[src/rtl/rfdc_init_sequencer.sv]
// RFDC bring-up sequencer: walks an external entry table and replays it as Wishbone master cycles.
// Latency: FETCH+DECODE per entry, one outstanding bus cycle, POLL_GAP idle cycles between poll reads.
// Backpressure: each bus cycle is held until m_ack_i or the ack timeout; the table is read only when needed.
//
// Entry format {op[1:0], addr[17:0], data[31:0], mask[31:0]}; ops WRITE, POLL, DELAY, END.
// Errors (poll timeout, ack timeout, bridge error, abort) stop the run and record the failing index.
module rfdc_init_sequencer #(
  parameter int NENTRY    = 64,
  parameter int ADDR_BITS = 18,
  parameter int TMO_BITS  = 20,
  parameter int POLL_GAP  = 16,
  localparam int IDX_W    = $clog2(NENTRY)
) (
  input  logic                 wb_clk_i,
  input  logic                 wb_rst_i,
  input  logic                 start_i,
  input  logic                 abort_i,
  output logic                 busy_o,
  output logic                 done_o,
  output logic                 err_o,
  output logic [1:0]           err_code_o,
  output logic [IDX_W-1:0]     err_index_o,
  output logic [IDX_W-1:0]     tbl_addr_o,
  input  logic [83:0]          tbl_data_i,
  output logic                 m_cyc_o,
  output logic                 m_stb_o,
  output logic                 m_we_o,
  output logic [ADDR_BITS-1:0] m_adr_o,
  output logic [31:0]          m_dat_o,
  output logic [3:0]           m_sel_o,
  input  logic [31:0]          m_dat_i,
  input  logic                 m_ack_i,
  input  logic                 bridge_err_i
);

  localparam logic [3:0] S_IDLE   = 4'd0;
  localparam logic [3:0] S_FETCH  = 4'd1;
  localparam logic [3:0] S_DECODE = 4'd2;
  localparam logic [3:0] S_BUS    = 4'd3;
  localparam logic [3:0] S_GAP    = 4'd4;
  localparam logic [3:0] S_DLY    = 4'd5;
  localparam logic [3:0] S_NEXT   = 4'd6;
  localparam logic [3:0] S_DONE   = 4'd7;
  localparam logic [3:0] S_ERR    = 4'd8;

  localparam logic [1:0] OP_WRITE = 2'd0;
  localparam logic [1:0] OP_POLL  = 2'd1;
  localparam logic [1:0] OP_DELAY = 2'd2;
  localparam logic [1:0] OP_END   = 2'd3;

  localparam logic [1:0] EC_POLL = 2'd1;
  localparam logic [1:0] EC_ACK  = 2'd2;
  localparam logic [1:0] EC_BUS  = 2'd3;

  localparam int GAP_W = (POLL_GAP > 1) ? $clog2(POLL_GAP) : 1;

  localparam logic [TMO_BITS-1:0] TMO_MAX  = '1;
  localparam logic [TMO_BITS-1:0] ACK_LAST = TMO_MAX - TMO_BITS'(1);
  localparam logic [IDX_W-1:0]    IDX_LAST = IDX_W'(NENTRY - 1);
  localparam logic [GAP_W-1:0]    GAP_LOAD = GAP_W'(POLL_GAP - 1);

  logic [3:0]          state;
  logic [IDX_W-1:0]    idx;
  logic [1:0]          ent_op;
  logic [17:0]         ent_addr;
  logic [31:0]         ent_data;
  logic [31:0]         ent_mask;
  logic [TMO_BITS-1:0] ack_cnt;
  logic [TMO_BITS-1:0] poll_cnt;
  logic [TMO_BITS-1:0] dly_cnt;
  logic [GAP_W-1:0]    gap_cnt;
  logic [1:0]          ecode;
  logic                pend_err;

  logic err_req;
  logic poll_match;
  logic poll_exp;

  // abort/bridge error seen now or earlier in this run; a bus cycle in flight finishes first
  assign err_req    = pend_err | abort_i | bridge_err_i;
  assign poll_match = ((m_dat_i ^ ent_data) & ent_mask) == 32'd0;
  assign poll_exp   = (poll_cnt == TMO_MAX);

  assign busy_o     = (state != S_IDLE);
  assign tbl_addr_o = idx;
  assign m_cyc_o    = (state == S_BUS);
  assign m_stb_o    = (state == S_BUS);
  assign m_we_o     = (state == S_BUS) && (ent_op == OP_WRITE);
  assign m_adr_o    = ADDR_BITS'(ent_addr);
  assign m_dat_o    = ent_data;
  assign m_sel_o    = 4'hF;

  // sequencer state machine, counters and sticky status
  always_ff @(posedge wb_clk_i) begin
    if (wb_rst_i) begin
      state       <= S_IDLE;
      idx         <= '0;
      ent_op      <= OP_WRITE;
      ent_addr    <= '0;
      ent_data    <= '0;
      ent_mask    <= '0;
      ack_cnt     <= '0;
      poll_cnt    <= '0;
      dly_cnt     <= '0;
      gap_cnt     <= '0;
      ecode       <= '0;
      pend_err    <= 1'b0;
      done_o      <= 1'b0;
      err_o       <= 1'b0;
      err_code_o  <= '0;
      err_index_o <= '0;
    end else begin
      if (state == S_IDLE) begin
        pend_err <= 1'b0;
      end else if (abort_i || bridge_err_i) begin
        pend_err <= 1'b1;
      end

      // the poll timeout budget spans every read and gap of one POLL entry
      if ((state == S_BUS || state == S_GAP) && ent_op == OP_POLL && !poll_exp) begin
        poll_cnt <= poll_cnt + TMO_BITS'(1);
      end

      case (state)
        S_IDLE: begin
          if (start_i) begin
            done_o <= 1'b0;
            err_o  <= 1'b0;
            idx    <= '0;
            state  <= S_FETCH;
          end
        end

        S_FETCH: begin
          if (err_req) begin
            ecode <= EC_BUS;
            state <= S_ERR;
          end else begin
            state <= S_DECODE;
          end
        end

        S_DECODE: begin
          if (err_req) begin
            ecode <= EC_BUS;
            state <= S_ERR;
          end else begin
            ent_op   <= tbl_data_i[83:82];
            ent_addr <= tbl_data_i[81:64];
            ent_data <= tbl_data_i[63:32];
            ent_mask <= tbl_data_i[31:0];
            case (tbl_data_i[83:82])
              OP_WRITE, OP_POLL: begin
                ack_cnt  <= '0;
                poll_cnt <= '0;
                state    <= S_BUS;
              end
              OP_DELAY: begin
                dly_cnt <= tbl_data_i[32 +: TMO_BITS];
                state   <= (tbl_data_i[32 +: TMO_BITS] == '0) ? S_NEXT : S_DLY;
              end
              default: state <= S_DONE;
            endcase
          end
        end

        S_BUS: begin
          if (m_ack_i) begin
            if (err_req) begin
              ecode <= EC_BUS;
              state <= S_ERR;
            end else if (ent_op == OP_WRITE || poll_match) begin
              state <= S_NEXT;
            end else if (poll_exp) begin
              ecode <= EC_POLL;
              state <= S_ERR;
            end else begin
              gap_cnt <= GAP_LOAD;
              state   <= S_GAP;
            end
          end else if (ack_cnt == ACK_LAST) begin
            ecode <= EC_ACK;
            state <= S_ERR;
          end else begin
            ack_cnt <= ack_cnt + TMO_BITS'(1);
          end
        end

        S_GAP: begin
          if (err_req) begin
            ecode <= EC_BUS;
            state <= S_ERR;
          end else if (poll_exp) begin
            ecode <= EC_POLL;
            state <= S_ERR;
          end else if (gap_cnt == '0) begin
            ack_cnt <= '0;
            state   <= S_BUS;
          end else begin
            gap_cnt <= gap_cnt - GAP_W'(1);
          end
        end

        S_DLY: begin
          if (err_req) begin
            ecode <= EC_BUS;
            state <= S_ERR;
          end else if (dly_cnt == TMO_BITS'(1)) begin
            state <= S_NEXT;
          end else begin
            dly_cnt <= dly_cnt - TMO_BITS'(1);
          end
        end

        S_NEXT: begin
          if (err_req) begin
            ecode <= EC_BUS;
            state <= S_ERR;
          end else if (idx == IDX_LAST) begin
            state <= S_DONE;
          end else begin
            idx   <= idx + IDX_W'(1);
            state <= S_FETCH;
          end
        end

        S_DONE: begin
          done_o <= 1'b1;
          state  <= S_IDLE;
        end

        S_ERR: begin
          err_o       <= 1'b1;
          err_code_o  <= ecode;
          err_index_o <= idx;
          state       <= S_IDLE;
        end

        default: state <= S_IDLE;
      endcase
    end
  end

endmodule

[config.mk]
export PLATFORM = sky130hd
export DESIGN_NAME = rfdc_init_sequencer
export DESIGN_NICKNAME = d
export VERILOG_FILES = /design/src/rtl/rfdc_init_sequencer.sv
export SDC_FILE = /design/constraint.sdc
export NUM_CORES = 1
export LEC_CHECK = 0
export BUFFER_PORTS_ARGS = -buffer_cell sky130_fd_sc_hd__buf_4
export CORE_AREA = 2 2 139 141
export CTS_BUF_LIST = sky130_fd_sc_hd__clkbuf_16
export DETAILED_ROUTE_END_ITERATION = 8
export DIE_AREA = 0 0 141 143
export GPL_TIMING_DRIVEN = 0
export PLACE_DENSITY = 0.65
export SLEW_MARGIN = 25
export SYNTH_ARGS = -nofsm -noshare
export SYNTH_HDL_FRONTEND = slang
export SYNTH_SLANG_ARGS = --single-unit
[constraint.sdc]
create_clock -name wb_clk_i -period 3.9 [get_ports wb_clk_i]
set_input_delay 0.195 -clock wb_clk_i [delete_from_list [all_inputs] [get_ports wb_clk_i]]
set_output_delay 0.195 -clock wb_clk_i [all_outputs]
set_load 0.01 [all_outputs]
==> impl_results.md, run 1 <==
* Int Pwr at 2930 µW
* Post-synthesis adder-cell area fraction at 1.090%
* Post-synth EDFFs at 0
* Std cell rows at 50
* Total setup buffers inserted after CTS at 0
* CTS max path bufs at 2
* Sw Ratio at 24.31%
* Count of final setup violators at 0
* Synth Register Bits at 171
* Post-synthesis sequential area ratio at 42.59%
* Hold_ws at 0.006640 ns
* 1st-iter DRT viols at 513
* Crit path time final at 2.630 ns
* Syn Std Cell Area at 0.008038 mm²
* Cell variety after synth at 68
* Critical path buffer and inverter count at 1
* Nets@finish at 1,388
* DP HPWL at 19,010 µm
* Reg clk slew, reported paths at 0.07 ns
* VDD IR max at 330.2 µV
* Slew HR at 41.54%
* Slew Viols, Final at 0
* Logic pwr share at 8.2%
* Yosys warning count at 0
* Worst-margin pin slew at 0.8689 ns
* Boundary Pins at 196
* Reg2reg setup slack at 1.27 ns
* Clock Tree Root: clkbuf_16
* Clk pwr share at 46.2%
* Hold Path Class: input pin to flip-flop
* Tcrit/Tclk final at 67.43%
* Initial core utilization at 43.26%
* CP max FO at 4
* Leak at 0.004085 µW
* GRT Total Usage at 24.89%
* Unrepaired setup endpoints after global routing: no
* TritonCTS clock tree: done
* Max Fclk at 0.3803 GHz
* Total Wirelength at 25,580 µm
* WS Path Type: flip-flop to flip-flop
* Vias in the first global route at 7,413
* Post-CTS sizing at 0
* Diode count at 0
* Top-count cell post-synth: nand2_1
* CP max stage cell: nor4b_1
* Antenna violations before repair at 0
* Synth cell count leaders: nand2_1, dfxtp_1, a21oi_1
* Synth Instances at 1,027
* Combinational family with the most area after synthesis: simple AND/OR/NAND/NOR gates
* Area share of the largest cell type after synthesis at 42.59%
* Element type at the critical path start: flip-flop
* Grt ovf at 0
* Final hold vios at 0
* Per-cell routed wire length at 16.99 µm
* Top cells by area, synth: dfxtp_1, nand2_1, a21oi_1, xor2_1, nor2_1
* IO Port Bufs at 191
* Critical Path Max Stage Delay at 0.55 ns
* CP top delay family: simple AND/OR/NAND/NOR gates
* Core Region at 0.01858 mm²
* Outcome: finished, final reports clean
* Post-Synth Simple-Gate Area at 26.40%
* Filler Cells Inserted at 1,762
* Synth Area in XOR/XNOR at 6.865%
* Synth Area in Compound Gates at 18.68%
* # clock sinks at 171
* Worst EP required at 4.24 ns
* Total CTS buffers at 17
* CTS Hold Bufs at 19
* Max Cap Viol at 0
* Pre-antenna DRT Iters at 5
* Final Skew at 0.008089 ns
* Seq pwr share at 45.6%
* Cell taking the most area after synthesis: dfxtp_1
* Share of cells above drive strength 1 at 20.05%
* Syn avg cell area at 7.826 µm²
* PwrDens at 365.8 mW/mm²
* Post-synthesis mux area share at 0.3892%
* GPL Wtd Cong at 0.9380
* Vert. Die Dim at 143 µm
* Number of remaining DRC errors at 0
* Critical path, cell by cell: inv_1 -> ha_1 -> or3b_2 -> nor4b_1 -> and2_1 -> nand2_1 -> a21oi_1 -> nor2_1 -> a211oi_1
* Switching power at 941.1 µW
* Clock Latency Late Sink at 0.43 ns
* Die width at 141 µm
* Die Area at 0.02016 mm²
* Async set or reset register ratio after synthesis at 0%
* Largest net degree at the start of global routing at 17
* WP data arrival at 2.97 ns
* Post-route antenna net violation count at 0
* Vias/cell at 5.385
* Fin Setup TNS at 0 ns
* Crit. End Element: flip-flop
* Layout area overhead at 31.66%
* Global-route wire length before repair at 39,540 µm
* Main synth FF type: dfxtp_1
* H-tree depth at 4
* Routed vias at 8,110
==> power groups by stage <==
stage	logic, µW	registers [µW]	clock network (µW)
after floorplan	132	1800	0
after global placement	297	1800	0
after detailed placement	298	1800	0
after CTS	316	1760	1810
after global routing	344	1760	1880
final	318	1760	1790
==> flip-flops by register name, indices dropped and copies added (netlist names) <==
register and flops:
ent_mask 32, m_dat_o 32, ack_cnt 20, dly_cnt 20, poll_cnt 20, m_adr_o 18, err_index_o 6, tbl_addr_o 6
gap_cnt 4, state 4, ecode 2, ent_op 2, err_code_o 2, done_o 1, err_o 1, pend_err 1
==> final timing paths <==
check | startpoint | cells past startpoint | endpoint
min reg2reg | ent_mask[12] | 2 | ent_mask[12]
max | dly_cnt[0] | 9 | dly_cnt[18]
max reg2reg | dly_cnt[0] | 9 | dly_cnt[18]
min | tbl_data_i[70] | 3 | m_adr_o[6]
==> stage by stage <==
stage / std cells / utilization [%] / power [µW] / setup slack [ns] / instance area (µm²)
6_report: 1506 / 56.96 / 3871 / 1.270 / 10580
5_1_grt: 1506 / 56.96 / 3990 / 0.9542 / 10580
4_1_cts: 1506 / 56.96 / 3888 / 1.281 / 10580
3_5_place_dp: 1455 / 52.65 / 2103 / 1.303 / 9782
3_3_place_gp: 1455 / 52.61 / 2101 / 1.292 / 9776
2_1_floorplan: 1030 / - / 1935 / 1.737 / 8049
==> worst register-to-register path: stages, from the launching register on <==
cell and delay (ns):
dfxtp_1 0.34, inv_1 0.10, ha_1 0.23, or3b_2 0.50, nor4b_1 0.55, and2_1 0.28, nand2_1 0.09, a21oi_1 0.17
nor2_1 0.05, a211oi_1 0.23
==> cell families after synthesis <==
group	count (synthesis)
multiplexers	3
flip-flops	171
XOR/XNOR	63
buffers and inverters	75
other	1
adder cells (fa/ha/maj)	7
AND/OR/NAND/NOR	459
AO/OA/AOI/OAI	248
==> final cells by class <==
type	instances	area (µm²)	share of cell area, %
Inverter	14	52.55	0.4966
Timing Repair Buffer	210	1624	15.35
Buffer	61	264.0	2.495
Tap cell	234	292.8	2.767
Sequential cell	171	3423	32.35
Multi-Input combinational cell	784	4315	40.78
Clock buffer	17	425.4	4.020
Clock inverter	15	185.2	1.750
==> placed cells by master, fill, tap and decap left out, types with 19 or more instances in the layout <==
master / synthesis / layout
nor2_1: 96 / 96
clkbuf_1: 41 / 41
dlygate4sd3_1: 0 / 19
buf_4: 5 / 196
xor2_1: 48 / 48
nand3_1: 21 / 21
a22oi_1: 27 / 27
o21ai_0: 31 / 31
a21oi_1: 137 / 137
nand2_1: 233 / 233
dfxtp_1: 171 / 171
==> routing by layer <==
layer / vias to the layer above / wire (µm) / global-route usage [%]
met4: 0 / 677 / 9.211
met5: - / 0 / 0
li1: 4019 / - / -
met3: 44 / 1536 / 4.125
met1: 3747 / 11550 / 33.92
met2: 300 / 11820 / 39.87
(Power assumes the default switching activity.)
==> inputs of run 2 (changes only) <==
PLACE_DENSITY = 0.67   (was 0.65)
clock period = 2.25 ns   (was 3.9 ns; I/O delays follow)
==> run 2 against run 1 <==
- non-clock buffer count rose by 85
- hold slack better by 0.045 ns
- sequential cell count unchanged
- cell area is 10% higher
- critical endpoint is now ecode[1]
- largest cell class unchanged
==> impl_results.md, run 2 (synthesis results as in run 1) <==
* Outcome: finished, final reports clean
* Layout Utilization at 62.88%
* Per-cell routed wire length at 16.85 µm
* CP max FO at 4
* Most frequent cells in the layout: nand2_1, buf_4, dfxtp_1
* Final Worst Setup Slack at 0.07674 ns
* Pwr Total at 6717 µW
* Post-route antenna net violation count at 0
* Hold Crit Start: wb_rst_i
* Filler Cells Inserted at 1,619
* Worst EP required at 2.59 ns
* Slew Viols, Final at 0
* Placed inst area at 0.009782 mm²
* Grt ovf at 0
* PwrDens at 574.9 mW/mm²
* WP data arrival at 2.52 ns
* Global-route wire length before repair at 41,640 µm
* Pre-antenna DRT Iters at 5
* Commonest non-fill, non-tap cell in the layout: nand2_1
* Hold Path Depth at 3
* IO Port Bufs at 191
* DP Worst Slack at -0.4069 ns
* Grt peak-use layer: met2
* Critical path, cell by cell: xor2_1 -> a22oi_2 -> nand4_1 -> nor4_4 -> nor2_2 -> o2111a_1 -> o32ai_1
* Max Fclk at 0.4601 GHz
* R2R Path Start: m_dat_o[1]
* Count of final setup violators at 0
* Nets@finish at 1,473
* Core Region at 0.01858 mm²
* GPL Wtd Cong at 0.9491
* Post-route cell area at 0.01168 mm²
* Element type at the critical path start: flip-flop
* Vert. Die Dim at 143 µm
* Met2 Use GR at 44.26%
* Max Cap Viol at 0
* CTS max path bufs at 2
* Initial core utilization at 43.26%
* Unrepaired setup endpoints after global routing: yes
* Share of cells above drive strength 1 at 23.67%
* DP HPWL at 18,880 µm
* Total CTS buffers at 17
* Tcrit/Tclk final at 96.59%
* Vias/cell at 5.328
* Hold Path Class: input pin to flip-flop
* Final Skew at 0.009313 ns
* CP max stage cell: nor4_4
* Placed instance count at 1,455
* Boundary Pins at 196
* Reg2reg path depth at 7
* Antenna violations before repair at 0
* Crit path time final at 2.173 ns
* Number of remaining DRC errors at 0
* Largest net degree at the start of global routing at 17
* Clock Latency Late Sink at 0.44 ns
* # clock sinks at 171
* Die Area at 0.02016 mm²
* Reg clk slew, reported paths at 0.06 ns
* Vias in the first global route at 8,027
* Total Wirelength at 26,810 µm
* 1st-iter DRT viols at 497
* Crit. End Element: flip-flop
* GRT Total Usage at 26.04%
* Critical Path Max Stage Delay at 0.51 ns
* Routed vias at 8,477
* Slew HR at 48.75%
* Worst Setup SP: m_dat_o[1]
* Global Route met1 Usage at 32.50%
* Std cell rows at 50
* H-tree depth at 4
* Clock Tree Root: clkbuf_16
* TritonCTS clock tree: done
* VDD IR max at 582.9 µV
* Worst-margin pin slew at 0.7667 ns
* Leak at 0.004583 µW
* Finished Layout Cells at 1,591
* WS Path Type: flip-flop to flip-flop
* Final hold vios at 0
* Routing usage on met3 at 5.030%
* Die width at 141 µm
* Layout area overhead at 45.35%
## run 2: cell types whose count changed in the layout (fill, tap and decap cells not counted), moves of 5 or more
cell,delta
clkbuf_1,-11
clkbuf_2,+10
nor3_1,-5
nor4_1,-6
dfxtp_1,-5
inv_6,-5
nor4_4,+5
dlygate4sd3_1,+64
buf_4,+23
## run 2: per-stage QoR
| step | TNS (ns) | hold WS [ns] |
|---|---|---|
| 2_1_floorplan | 0 | 0.2485 |
| 3_3_place_gp | -16.34 | 0.3619 |
| 3_5_place_dp | -18.52 | 0.3709 |
| 4_1_cts | 0 | 0.04937 |
| 5_1_grt | -0.09259 | 0.07908 |
| 6_report | 0 | 0.05178 |
## run 2: power by group
group          switching [µW]  total (µW)  leakage (µW)  internal [µW]
Sequential               16.6        3060       0.00138           3050
Clock                    1240        2970      0.000290           1730
Combinational             327         689       0.00291            362
## run 2: cell type report
class	count	area (µm²)	share of cell area, %
multi-input combinational	784	4596	39.34
sequential	171	3432	29.38
timing repair buffer	297	2435	20.84
clock buffer	17	425.4	3.641
tap	234	292.8	2.506
buffer	59	287.8	2.463
clock inverter	14	158.9	1.360
inverter	14	52.55	0.4498
antenna	1	2.502	0.02142
## run 2: per-layer routing
| metal | vias to the layer above | routed length (µm) |
|---|---|---|
| met1 | 3893 | 11580 |
| met5 | - | 0 |
| li1 | 4190 | - |
| met2 | 327 | 12640 |
| met4 | 0 | 889 |
| met3 | 67 | 1699 |
## run 2: path summary, 6_finish.rpt
kind                                    end  slack [ns]
worst max-delay path               ecode[1]        0.08
worst min-delay path            poll_cnt[6]        0.05
worst max register to register     ecode[1]        0.08
worst min register to register  ent_mask[6]        0.46
## run 2: repair_timing
item,4_1_cts,5_1_grt
pin swaps,11,13
hold endpoints to repair,83,0
cloned,1,0
setup endpoints to repair,123,107
hold buffers,83,0
resized for setup,33,47
setup buffers,10,12
## run 2: critical path: cells and delay by family, from the launching register on
kind | cells | cell delay (ns)
simple gates | 3 | 0.79
compound gates | 3 | 0.72
xor+xnor | 1 | 0.20
flops | 1 | 0.37
